`config.mk`:
```
export PLATFORM = sky130hd
export DESIGN_NAME = fetch_stage
export DESIGN_NICKNAME = d
export VERILOG_FILES = /design/src/rtl/arm_pkg.sv /design/src/rtl/if_id_reg.sv /design/src/rtl/fetch_stage.sv
export SDC_FILE = /design/constraint.sdc
export NUM_CORES = 1
export LEC_CHECK = 0
export ABC_CLOCK_PERIOD_IN_PS = 1800
export CAP_MARGIN = 20
export CORE_UTILIZATION = 40
export DETAILED_ROUTE_END_ITERATION = 8
export GPL_ROUTABILITY_DRIVEN = 0
export PLACE_DENSITY_LB_ADDON = 0.15
export SYNTH_ARGS = -nofsm -noshare
export SYNTH_HDL_FRONTEND = slang
export SYNTH_SLANG_ARGS = --single-unit
```
`constraint.sdc`:
```
create_clock -name clk -period 1.8 [get_ports clk]
set_input_delay 0.36 -clock clk [delete_from_list [all_inputs] [get_ports clk]]
set_output_delay 0.36 -clock clk [all_outputs]
set_load 0.05 [all_outputs]
```
`src/rtl/arm_pkg.sv`:
```
// ---------------------------------------------------------------------------
// arm_pkg
// Shared constants for the ARM pipeline front end.
//   ADDR_W           : default PC / instruction-memory address width
//   INSTR_W          : default instruction word width
//   RESET_PC_DEFAULT : default PC loaded on reset (word aligned)
//   NOP_INSTR        : all-zero word placed in IF/ID when a bubble is inserted
//   wordAlign()      : clears the two byte-offset bits of an address
// ---------------------------------------------------------------------------
package arm_pkg;

   localparam int          ADDR_W           = 32;
   localparam int          INSTR_W          = 32;
   localparam logic [31:0] RESET_PC_DEFAULT = 32'd0;
   localparam logic [31:0] NOP_INSTR        = 32'b0;

   // Branch targets come from the EXE stage and may carry stray byte-offset
   // bits; instruction fetch is always word aligned, so those bits are dropped.
   function automatic logic [31:0] wordAlign(input logic [31:0] addr);
      return {addr[31:2], 2'b00};
   endfunction

endpackage

```
`src/rtl/if_id_reg.sv`:
```
// ---------------------------------------------------------------------------
// if_id_reg
// IF/ID pipeline register: captures PC+4 and the fetched instruction word.
// Ports:
//   clk        in  rising-edge clock
//   rst        in  synchronous active-high reset, clears all contents
//   freeze     in  hazard stall, holds current contents
//   flush      in  kill current fetch, loads a bubble (beats freeze)
//   pc_in      in  PC+4 of the word being fetched
//   instr_in   in  word returned by instruction memory
//   pc_out     out registered PC+4 for ID
//   instr_out  out registered instruction for ID
//   valid_out  out 1 = real instruction, 0 = bubble
// ---------------------------------------------------------------------------
module if_id_reg
   import arm_pkg::*;
#(
   parameter int AW = 32,
   parameter int IW = 32
) (
   input  logic          clk,
   input  logic          rst,
   input  logic          freeze,
   input  logic          flush,
   input  logic [AW-1:0] pc_in,
   input  logic [IW-1:0] instr_in,
   output logic [AW-1:0] pc_out,
   output logic [IW-1:0] instr_out,
   output logic          valid_out
);

   logic [AW-1:0] pc_q;
   logic [IW-1:0] instr_q;
   logic          valid_q;

   // A flush always produces a bubble, even during a stall, so a killed
   // wrong-path instruction can never stay parked in ID. With neither flush
   // nor freeze the register simply takes the current fetch.
   always_ff @(posedge clk) begin
      if (rst) begin
         pc_q    <= '0;
         instr_q <= IW'(NOP_INSTR);
         valid_q <= 1'b0;
      end else if (flush) begin
         pc_q    <= '0;
         instr_q <= IW'(NOP_INSTR);
         valid_q <= 1'b0;
      end else if (!freeze) begin
         pc_q    <= pc_in;
         instr_q <= instr_in;
         valid_q <= 1'b1;
      end
   end

   assign pc_out    = pc_q;
   assign instr_out = instr_q;
   assign valid_out = valid_q;

endmodule

```
`src/rtl/fetch_stage.sv`:
```
// ---------------------------------------------------------------------------
// fetch_stage
// ARM pipeline IF stage: program counter, PC+4 incrementer, branch redirect
// and the IF/ID pipeline register.
// Ports:
//   clk               in  rising-edge clock
//   rst               in  synchronous active-high reset
//   freeze            in  hazard stall: hold PC and IF/ID
//   branch_taken      in  EXE taken branch: redirect PC, kill IF/ID
//   branch_addr       in  branch target from EXE
//   flush             in  kill IF/ID without redirecting the PC
//   imem_addr         out instruction memory address (= PC, combinational)
//   imem_instruction  in  word returned by memory in the same cycle
//   pc_id             out registered PC+4 of the instruction in ID
//   instruction_id    out registered instruction for ID
//   valid_id          out 1 = real fetch, 0 = bubble
// ---------------------------------------------------------------------------
module fetch_stage
   import arm_pkg::*;
#(
   parameter int                 ADDR_W   = arm_pkg::ADDR_W,
   parameter int                 INSTR_W  = arm_pkg::INSTR_W,
   parameter logic [ADDR_W-1:0]  RESET_PC = ADDR_W'(arm_pkg::RESET_PC_DEFAULT)
) (
   input  logic               clk,
   input  logic               rst,
   input  logic               freeze,
   input  logic               branch_taken,
   input  logic [ADDR_W-1:0]  branch_addr,
   input  logic               flush,
   output logic [ADDR_W-1:0]  imem_addr,
   input  logic [INSTR_W-1:0] imem_instruction,
   output logic [ADDR_W-1:0]  pc_id,
   output logic [INSTR_W-1:0] instruction_id,
   output logic               valid_id
);

   logic [ADDR_W-1:0] pc_q;
   logic [ADDR_W-1:0] pc_d;
   logic [ADDR_W-1:0] pcPlus4;
   logic [ADDR_W-1:0] branchTarget;
   logic              killFetch;

   // The incrementer wraps naturally at the top of the address space, so
   // the last word fetches address zero next with no special handling.
   assign pcPlus4      = pc_q + ADDR_W'(4);
   assign branchTarget = {branch_addr[ADDR_W-1:2], 2'b00};
   assign killFetch    = branch_taken | flush;

   // Next-PC selection: a resolved taken branch overrides a stall because
   // the stalled instruction is on the wrong path anyway.
   always_comb begin
      pc_d = pcPlus4;
      if (branch_taken) begin
         pc_d = branchTarget;
      end else if (freeze) begin
         pc_d = pc_q;
      end
   end

   // Program counter register; reset discards any pending branch or stall.
   always_ff @(posedge clk) begin
      if (rst) begin
         pc_q <= RESET_PC;
      end else begin
         pc_q <= pc_d;
      end
   end

   // Memory is zero latency, so the PC goes straight out as the address.
   assign imem_addr = pc_q;

   // IF/ID register: a taken branch kills the instruction fetched this
   // cycle, giving exactly one bubble per branch.
   if_id_reg #(
      .AW (ADDR_W),
      .IW (INSTR_W)
   ) u_if_id_reg (
      .clk       (clk),
      .rst       (rst),
      .freeze    (freeze),
      .flush     (killFetch),
      .pc_in     (pcPlus4),
      .instr_in  (imem_instruction),
      .pc_out    (pc_id),
      .instr_out (instruction_id),
      .valid_out (valid_id)
   );

endmodule

```
==> results of run 1 <==
final timing paths:
path / startpoint / to / cells past startpoint
worst max-delay path: imem_addr[12]$_SDFFE_PP0P_ / imem_addr[31]$_SDFFE_PP0P_ / 5
worst min-delay path: freeze / imem_addr[8]$_SDFFE_PP0P_ / 4
worst max register to register: imem_addr[12]$_SDFFE_PP0P_ / imem_addr[31]$_SDFFE_PP0P_ / 5
worst min register to register: u_if_id_reg.valid_out$_SDFFE_PP0N_ / u_if_id_reg.valid_out$_SDFFE_PP0N_ / 2
metrics by stage:
step                      worst slack (ns)  TNS (ns)  power [W]  area (um2)
after global placement             -0.0125   -0.0125    0.00319        6230
after global routing               -0.0397   -0.0626    0.00487        6560
final                               0.0390         0    0.00467        6560
after detailed placement           -0.0416    -0.249    0.00321        6230
after CTS                          0.00436         0    0.00471        6450
after floorplan                     -0.108    -0.522    0.00282        4530
layout by cell type, fill, tap and decap left out, types with 7 or more instances in the layout:
cell             Yosys  final
nand4_1              7      7
dfxtp_2              0      9
nor2_1              83     83
dfxtp_1             93     68
nor3_1              15     13
a21oi_1             34     34
xor2_1               7      7
nand3_1             20     19
nand2_1             23     21
clkdlybuf4s50_1      0     65
buf_4                4    142
xnor2_1             40     40
o21ai_0             26     26
mux2i_1             37     37
clkbuf_8             0      9
a211oi_1            15     15
dfxtp_4              0     16
where the power goes:
| part | total (W) | switching (W) | internal, W | leakage, nW |
|---|---|---|---|---|
| clock network | 0.00150 | 0.000758 | 0.000739 | 0.106 |
| registers | 0.00220 | 0.0000702 | 0.00213 | 0.772 |
| logic | 0.000981 | 0.000566 | 0.000415 | 1.77 |
| total | 0.00467 | 0.00139 | 0.00328 | 2.65 |
final cells by class:
cell class	count	area, um2	share of cell area
multi-input cells	366	2430	0.370
well taps	136	170	0.0259
clock buffers	11	153	0.0233
clock inverters	5	61.3	0.00934
inverters	5	18.8	0.00286
flip-flops and latches	93	1930	0.295
repair buffers	212	1800	0.274
what timing repair did:
| item | 4_1_cts | 5_1_grt |
|---|---|---|
| pin swaps | 0 | 7 |
| resized for setup | 1 | 18 |
| endpoints found under the setup margin | 4 | 22 |
| buffers inserted | 0 | 5 |
state kept, by name, summed over array words and instances, names as in the netlist:
register and flops:
u_if_id_reg.valid_out 1, u_if_id_reg.instr_out 32, imem_addr 30, u_if_id_reg.pc_out 30
routing by layer:
layer	GRT usage	wire length [um]	vias to the layer above
met5	0	0	-
met4	0.0843	280	0
met3	0.0533	771	22
met2	0.399	6530	148
met1	0.266	5160	2030
li1	-	-	2113
worst max-delay path: stages, from the launching register on:
cell,delay [ns]
dfxtp_4,0.39
nand2_1,0.08
or3_4,0.42
nor3_4,0.19
mux2_4,0.31
a221o_1,0.28
cells by family after synthesis:
family / count (synthesis) / synth area share
flip-flops: 93 / 0.428
XOR/XNOR: 47 / 0.0945
AO/OA/AOI/OAI: 88 / 0.120
buffers and inverters: 48 / 0.0488
other: 1 / 0.000861
adder cells (fa/ha/maj): 1 / 0.00287
AND/OR/NAND/NOR: 188 / 0.218
multiplexers: 38 / 0.0876
==> metrics.cfg, run 1 <==
[setup_path]
r2r_setup_slack_ns=0.04
worstPathArrival_ns=2.02
crit_type=reg -> reg
cp-end-kind=flop
cp_max_fo=6
start_kind=flop
worst_ep_required_time_ns=2.06

[yosys]
ys.flop_type=dfxtp_1
netlist_area_mm2=0.00435
synth_top_area_share=0.428
yosysTopAreaCell=dfxtp_1
synth_edf_count=0
synth.area.top_cells=dfxtp_1 43%, mux2i_1 8.5%, xnor2_1 8.0%, nor2_1 7.2%, a21oi_1 3.9%
synth_seq_cells=93
synth_cells=504
yosys_warnings=0
post-synth-top-count-cell=dfxtp_1
syn_avg_cell_area_um2=8.64
synthTopCellsByCount=93 x dfxtp_1, 83 x nor2_1, 40 x xnor2_1
ys_types=45
async_flop_share=0
synth-seq-area-share=0.428

[global_routing]
antenna_found_initial=0
grt_pass1_wl_mm=20.1
track_usage=0.227
grt_pass1_vias=4020
grt-ovfl-total=0
grt_max_degree=50

[detailed_routing]
firstDrtPassIters=4
drtAntennaViolNets=0
route.detailed.drc=0
viasPerCell=5.21
wirelength_mm=12.7
drtIter0Drc=206
via_count=4313
wl_per_cell_um=15.4

[timing]
finalSetupViolations=0
slew_viol_final=0
finalClockSkew_ns=0.00743
grt_setup_unrepaired=true
hold_viol=0
layout_min_cycle_time_ns=1.76
max_freq_mhz=568
holdWs_ns=0.452
period_share=0.978

[clock_tree]
clkTransAtPathRegs_ns=0.09
cts_buffers=9
clock_sinks=93
cts-hold-fix-buffers=0
cts_max_level=3
root_buffer=clkbuf_8
ctsLongestPathBuffers=2
cts_tree=built
clk_latency_ns=0.36

[finish]
fin_cells=828
nNetsFinal=757
antennaDiodeCount=0
final_core_util=0.630
syn_to_final_growth_pct=50.7
layout-drive-gt1-share=0.312
num-fill-cells=930

[floorplan]
die_h_um=106
rows=37
core_mm2=0.0104
io_pins=166
dieArea_mm2=0.0113
die_w_um=106
start_util=0.418

[pwr]
ir_drop_mv=0.380
p_per_area_mw_per_mm2=712
p_leak_nw=2.65

[run_status]
outcome=completed

[placed_design]
dp_hpwl_mm=9.58
io_buffers=159
placed_cells=807

[flow_run]
maxCapViolCount=0

[hold_path]
min_path_type=in -> reg

(Power assumes the default switching activity.)
==> run 2, diff against run 1 <==
Settings changed: RECOVER_POWER from default to 25.
==> run 2 against run 1 <==
Non-clock buffer count is the same. Utilization is 1.1 points lower. Design area down 1.7%. Total power is 0.23% lower. Fmax down 0.13%. Critical endpoint unchanged. Largest cell class unchanged. Largest power group unchanged.
==> metrics.cfg, run 2 (synthesized netlist as in run 1, its figures left out) <==
[placed_design]
io_buffers=159  ; unchanged
pre_cts_ws_ns=-0.0416  ; unchanged
dp_hpwl_mm=9.58  ; unchanged

[timing]
holdWs_ns=0.452  ; about the same
period_share=0.980  ; was 0.978
grt_setup_unrepaired=true  ; unchanged
hold_viol=0  ; unchanged
layout_min_cycle_time_ns=1.76  ; about the same
finalClockSkew_ns=0.00600  ; was 0.00743 ns
slew_viol_final=0  ; unchanged
relSlewSlack=0.557
max_freq_mhz=567  ; was 568 MHz
fin_ws_ns=0.0367  ; was 0.0390 ns
finalSetupViolations=0  ; unchanged
tightest_slew_ns=0.668

[finish]
antennaDiodeCount=0  ; unchanged
final_cell_mix=112 x buf_4, 83 x nor2_1, 68 x dfxtp_1, 65 x clkdlybuf4s50_1, 40 x xnor2_1  ; was 142 x buf_4, 83 x nor2_1, 68 x dfxtp_1, 65 x clkdlybuf4s50_1, 40 x xnor2_1
syn_to_final_growth_pct=48.1  ; was 50.7%
largest_reg_flops=32  ; unchanged
nNetsFinal=757  ; unchanged
layout_commonest_cell=buf_4  ; unchanged
final_core_util=0.619  ; was 0.630
layout-drive-gt1-share=0.269  ; was 0.312

[global_routing]
grt_pass1_wl_mm=20.1  ; unchanged
grt_max_degree=50  ; unchanged
track_usage=0.227  ; unchanged
grt-ovfl-total=0  ; unchanged
grt_pass1_vias=4020  ; unchanged
antenna_found_initial=0  ; unchanged

[setup_path]
crit_type=reg -> reg  ; unchanged
max_stage_delay_ns=0.42  ; about the same
endpoint=imem_addr[31]$_SDFFE_PP0P_  ; unchanged
crit_start=imem_addr[12]$_SDFFE_PP0P_  ; unchanged
path_cells=nand2_1 -> or3_4 -> nor3_4 -> mux2_4 -> a221o_1  ; unchanged
cp_max_fo=6  ; unchanged
cp-end-kind=flop  ; unchanged
cp_slowest_cell=or3_4  ; unchanged
worst_ep_required_time_ns=2.06  ; about the same
worstPathArrival_ns=2.02  ; about the same
r2r_setup_slack_ns=0.04  ; about the same
r2r_cells=5  ; unchanged
reg2reg_to=imem_addr[31]$_SDFFE_PP0P_  ; unchanged
start_kind=flop  ; unchanged
r2r-start=imem_addr[12]$_SDFFE_PP0P_  ; unchanged

[clock_tree]
clkTransAtPathRegs_ns=0.09  ; about the same
cts_tree=built  ; unchanged
ctsLongestPathBuffers=2  ; unchanged
cts_buffers=9  ; unchanged
cts_max_level=3  ; unchanged
clk_latency_ns=0.36  ; about the same
root_buffer=clkbuf_8  ; unchanged
cts-hold-fix-buffers=0  ; unchanged
clock_sinks=93  ; unchanged

[detailed_routing]
drtAntennaViolNets=0  ; unchanged
wirelength_mm=12.8  ; was 12.7 mm
viasPerCell=5.19  ; was 5.21
firstDrtPassIters=4  ; unchanged
wl_per_cell_um=15.4  ; about the same
drtIter0Drc=216  ; was 206
route.detailed.drc=0  ; unchanged
via_count=4298  ; was 4,313

[hold_path]
whs_path_depth=4  ; unchanged
min_path_type=in -> reg  ; unchanged

[pwr]
p_per_area_mw_per_mm2=723  ; was 712 mW/mm2
ir_drop_mv=0.380  ; about the same
p_leak_nw=2.52  ; was 2.65 nW
power_w=0.00466  ; was 0.00467 W

[flow_run]
maxCapViolCount=0  ; unchanged

[floorplan]
rows=37  ; unchanged
die_h_um=106  ; unchanged
start_util=0.418  ; unchanged
die_w_um=106  ; unchanged
io_pins=166  ; unchanged
dieArea_mm2=0.0113  ; unchanged
core_mm2=0.0104  ; unchanged

[run_status]
outcome=completed  ; unchanged

## run 2: changes by cell type in the layout (fill, tap and decap cells not counted), sizes merged
| cell | before | now |
|---|---|---|
| buf | 147 | 117 |
| clkbuf | 11 | 41 |
## run 2: layer usage
metal / track usage / vias up / share of wire
li1: - / 2112 / -
met1: 0.266 / 2024 / 0.40
met2: 0.399 / 140 / 0.51
met3: 0.0533 / 22 / 0.064
met4: 0.0843 / 0 / 0.021
met5: 0 / - / 0
## run 2: final cells by class
| class | instances | area [um2] |
|---|---|---|
| flip-flops and latches | 93 | 1930 |
| repair buffers | 212 | 1690 |
| inverters | 5 | 18.8 |
| multi-input cells | 366 | 2430 |
| well taps | 136 | 170 |
| clock buffers | 11 | 153 |
| clock inverters | 5 | 61.3 |
| fillers | 960 | 3970 |
## run 2: power breakdown
group	switching, W	internal, W	leakage [nW]
sequential	0.0000699	0.00213	0.772
combinational	0.000567	0.000402	1.65
clock	0.000758	0.000739	0.106
total	0.00140	0.00327	2.52
## run 2: worst min path at each step
stage,start,endpoint,slack (ns)
after floorplan,branch_addr[20],imem_addr[20]$_SDFFE_PP0P_,0.47
after global placement,u_if_id_reg.valid_out$_SDFFE_PP0N_,u_if_id_reg.valid_out$_SDFFE_PP0N_,0.44
after detailed placement,u_if_id_reg.valid_out$_SDFFE_PP0N_,u_if_id_reg.valid_out$_SDFFE_PP0N_,0.46
after CTS,freeze,imem_addr[8]$_SDFFE_PP0P_,0.44
after global routing,freeze,imem_addr[8]$_SDFFE_PP0P_,0.46
final,freeze,imem_addr[8]$_SDFFE_PP0P_,0.45
## run 2: repair_timing
action,in CTS,in global routing
gates resized for setup,1,18
setup buffers,0,5
endpoints found under the hold margin,0,0
setup endpoints to repair,4,22
pin swaps,0,7
## run 2: metrics by stage
stage               area (um2)  std cells  setup TNS, ns
global placement          6230        807        -0.0125
CTS                       6450        823              0
detailed placement        6230        807         -0.249
finish                    6450        828              0
floorplan                 4530        507         -0.522
global route              6450        828        -0.0626
## run 2: critical path, delay by kind of cell, from the launching register on
family             cells  cell delay, ns
and+or+nand+nor        3            0.69
DFF                    1            0.39
muxes                  1            0.31
AOI/OAI and AO/OA      1            0.28
==> run 3, diff against run 2 <==
Settings changed: ABC_AREA from default to 1, ABC_CLOCK_PERIOD_IN_PS 1800 to 1900, CORE_UTILIZATION 40 to 44, PLACE_DENSITY from default to 0.8, PLACE_DENSITY_LB_ADDON 0.15 to default.
Clock period 1.8 ns to 1.9 ns, I/O delays scaled along.
==> run 3 against run 2 <==
Clock power grew 9%. Critical endpoint is now u_if_id_reg.instr_out[21]$_SDFFE_PP0N_. Sequential power shrank 6%. Clock-buffer cell count shrank 1. Global-route usage grew 2.5 points. Largest power group unchanged. Worst hold slack gained 0.0064 ns. Total power shrank 4.8%.
==> metrics.cfg, run 3 <==
[run_status]
outcome=completed  ; unchanged

[timing]
relSlewSlack=0.533  ; was 0.557
finalSetupViolations=0  ; unchanged
max_freq_mhz=587
period_share=0.897
layout_min_cycle_time_ns=1.70
finalClockSkew_ns=0.00804  ; was 0.00600 ns
hold_viol=0  ; unchanged
tightest_slew_ns=0.703  ; was 0.668 ns
slew_viol_final=0  ; unchanged
fin_tns_setup_ns=0  ; unchanged
grt_setup_unrepaired=false  ; was true

[pwr]
ir_drop_mv=0.390  ; was 0.380 mV
p_per_area_mw_per_mm2=739  ; was 723 mW/mm2
power_w=0.00444  ; was 0.00466 W
p_leak_nw=2.51  ; was 2.52 nW

[placed_design]
io_buffers=159  ; unchanged
dp_hpwl_mm=9.61  ; was 9.58 mm
placed_cells=914  ; was 807

[detailed_routing]
drtAntennaViolNets=0  ; unchanged
wirelength_mm=12.9  ; was 12.8 mm
dr_wl_met3_mm=1.28  ; was 814 um
highest_layer=met4  ; unchanged
wl_met2_mm=6.01  ; was 6.58 mm
drtIter0Drc=188  ; was 216
via_count=4667  ; was 4,298
wl_per_cell_um=13.8  ; was 15.4 um
firstDrtPassIters=4  ; unchanged
m1WireLength_mm=5.19  ; was 5.12 mm
route.detailed.drc=0  ; unchanged
viasPerCell=5.02  ; was 5.19

[hold_path]
min-delay-start=u_if_id_reg.instr_out[31]$_SDFFE_PP0N_  ; was freeze
whs_path_depth=2  ; was 4
min_path_type=reg -> reg  ; was in -> reg
whs_endpoint=u_if_id_reg.instr_out[31]$_SDFFE_PP0N_  ; was imem_addr[8]$_SDFFE_PP0P_

[yosys]
synthTopCellsByCount=219 x nand2_1, 93 x dfxtp_1, 71 x a21oi_1  ; was 93 x dfxtp_1, 83 x nor2_1, 40 x xnor2_1
synth.area.top_cells=dfxtp_1 42%, nand2_1 19%, a21oi_1 8.1%, o21ai_0 4.5%, inv_1 4.1%  ; was dfxtp_1 43%, mux2i_1 8.5%, xnor2_1 8.0%, nor2_1 7.2%, a21oi_1 3.9%
ys_types=30  ; was 45
syn_avg_cell_area_um2=6.84  ; was 8.64 um2
yosys_warnings=0  ; unchanged
synth_top_area_share=0.425  ; was 0.428
post-synth-top-count-cell=nand2_1  ; was dfxtp_1
synth_cells=641  ; was 504
async_flop_share=0  ; unchanged
yosysTopAreaCell=dfxtp_1  ; unchanged
synth_edf_count=0  ; unchanged
synth_seq_cells=93  ; unchanged
synth-seq-area-share=0.425  ; was 0.428
ys.flop_type=dfxtp_1  ; unchanged
netlist_area_mm2=0.00438  ; was 0.00435 mm2

[clock_tree]
root_buffer=clkbuf_8  ; unchanged
postCtsSetupBuffers=0  ; unchanged
clock_sinks=93  ; unchanged
clk_latency_ns=0.36  ; about the same
cts_buffers=9  ; unchanged
clkTransAtPathRegs_ns=0.09  ; about the same
cts-hold-fix-buffers=0  ; unchanged
cts_tree=built  ; unchanged
cts_max_level=3  ; unchanged
ctsLongestPathBuffers=2  ; unchanged

[finish]
antennaDiodeCount=0  ; unchanged
final_cell_mix=219 x nand2_1, 93 x dfxtp_1, 71 x a21oi_1, 64 x clkdlybuf4s50_1, 48 x inv_1  ; was 112 x buf_4, 83 x nor2_1, 68 x dfxtp_1, 65 x clkdlybuf4s50_1, 40 x xnor2_1
syn_to_final_growth_pct=36.9  ; was 48.1%
nNetsFinal=862  ; was 757
fin_cells=930  ; was 828
layout-drive-gt1-share=0.107  ; was 0.269
layout_commonest_cell=nand2_1  ; was buf_4
largest_reg_flops=32  ; unchanged

[setup_path]
cp-end-kind=flop  ; unchanged
path_cells=dlygate4sd3_1 -> nor2_1 -> inv_2 -> or2_2 -> buf_4 -> a21oi_1  ; was nand2_1 -> or3_4 -> nor3_4 -> mux2_4 -> a221o_1
cp_num_buf_inv=3  ; was 0
max_stage_delay_ns=0.61  ; was 0.42 ns
r2r-start=imem_addr[2]$_SDFFE_PP0P_  ; was imem_addr[12]$_SDFFE_PP0P_
crit_start=branch_taken  ; was imem_addr[12]$_SDFFE_PP0P_
crit_type=in -> reg  ; was reg -> reg
worstPathArrival_ns=1.99  ; was 2.02 ns
reg2reg_to=imem_addr[26]$_SDFFE_PP0P_  ; was imem_addr[31]$_SDFFE_PP0P_
r2r_cells=9  ; was 5
critPathTopFamily=buffers and inverters  ; was simple AND/OR/NAND/NOR gates
cp_slowest_cell=dlygate4sd3_1  ; was or3_4
cp_max_fo=54  ; was 6
start_kind=input port  ; was flop
r2r_setup_slack_ns=0.23  ; was 0.04 ns
worst_ep_required_time_ns=2.19  ; was 2.06 ns

[global_routing]
grt_pass1_wl_mm=20.2  ; was 20.1 mm
track_usage=0.252  ; was 0.227
antenna_found_initial=0  ; unchanged
grt-ovfl-total=0  ; unchanged
grt_max_degree=55  ; was 50
grt_pass1_vias=4357  ; was 4,020

[floorplan]
start_util=0.451  ; was 0.418
rows=36  ; was 37
dieArea_mm2=0.0104  ; was 0.0113 mm2
die_h_um=102  ; was 106 um
die_w_um=102  ; was 106 um
io_pins=166  ; unchanged
core_mm2=0.00973  ; was 0.0104 mm2

[flow_run]
maxCapViolCount=0  ; unchanged

[run 3: cell types whose count changed after synthesis, moves of 9 or more]
| cell | delta |
|---|---|
| nor2_1 | -43 |
| inv_1 | +45 |
| nand3_1 | +13 |
| a211oi_1 | -15 |
| nor2_4 | +10 |
| o21ai_0 | +13 |
| a21oi_1 | +37 |
| nand2_1 | +196 |
| xnor2_1 | -40 |
| o21ai_1 | +9 |
| mux2i_1 | -37 |
| nor3_1 | -15 |
[run 3: layout make-up]
cell class	instances	area, um2
Clock buffer	10	138
Clock inverter	6	109
Fill cell	960	3730
Inverter	51	191
Multi-Input combinational cell	465	2170
Sequential cell	93	1860
Tap cell	133	166
Timing Repair Buffer	172	1360
[run 3: per-layer routing]
metal  vias to the layer above  track usage
met5                         -            0
met2                       208        0.412
li1                       2336            -
met4                         0        0.126
met1                      2093        0.299
met3                        30       0.0800
[run 3: worst min-delay path, delay by kind of cell, from the launching register on]
kind               cells  cell delay (ns)
DFF                    1             0.32
and+or+nand+nor        1             0.05
AOI/OAI and AO/OA      1             0.05
[run 3: how the worst max path moves through the flow]
stage	end	slack [ns]	cells after the start
after floorplan	imem_addr[26]$_SDFFE_PP0P_	0.09	8
after global placement	u_if_id_reg.instr_out[12]$_SDFFE_PP0N_	0.09	6
after detailed placement	u_if_id_reg.instr_out[16]$_SDFFE_PP0N_	0.07	6
after CTS	valid_id	0.0003	1
after global routing	u_if_id_reg.pc_out[13]$_SDFFE_PP0N_	0.11	6
final	u_if_id_reg.instr_out[21]$_SDFFE_PP0N_	0.20	6
[run 3: logic make-up after synthesis]
group	Yosys count	share of synthesized area
flops	93	0.425
buf+inv	86	0.0825
fa+ha+maj	1	0.00285
simple gates	325	0.323
other cells	1	0.000855
compound gates	132	0.160
xor+xnor	3	0.00599
[run 3: per-stage QoR]
| stage | util | hold slack, ns | worst slack [ns] | cell area [um2] |
|---|---|---|---|---|
| final | 0.617 | 0.458 | 0.197 | 6000 |
| after global routing | 0.617 | 0.478 | 0.113 | 6000 |
| after CTS | 0.634 | 0.457 | 0.000328 | 6170 |
| after detailed placement | 0.612 | 0.450 | 0.0698 | 5950 |
| after global placement | 0.612 | 0.441 | 0.0866 | 5950 |
| after floorplan | - | 0.513 | 0.0891 | 4400 |
[run 3: power by group]
group          total [W]  internal (W)  switching [W]
combinational   0.000736      0.000260       0.000476
sequential       0.00207       0.00201      0.0000667
clock            0.00163      0.000911       0.000717
[run 3: timing repair]
item | 4_1_cts | 5_1_grt
pin swaps | 0 | 0
endpoints found under the setup margin | 27 | 7
gates resized for setup | 27 | 7
hold endpoints to repair | 0 | 0
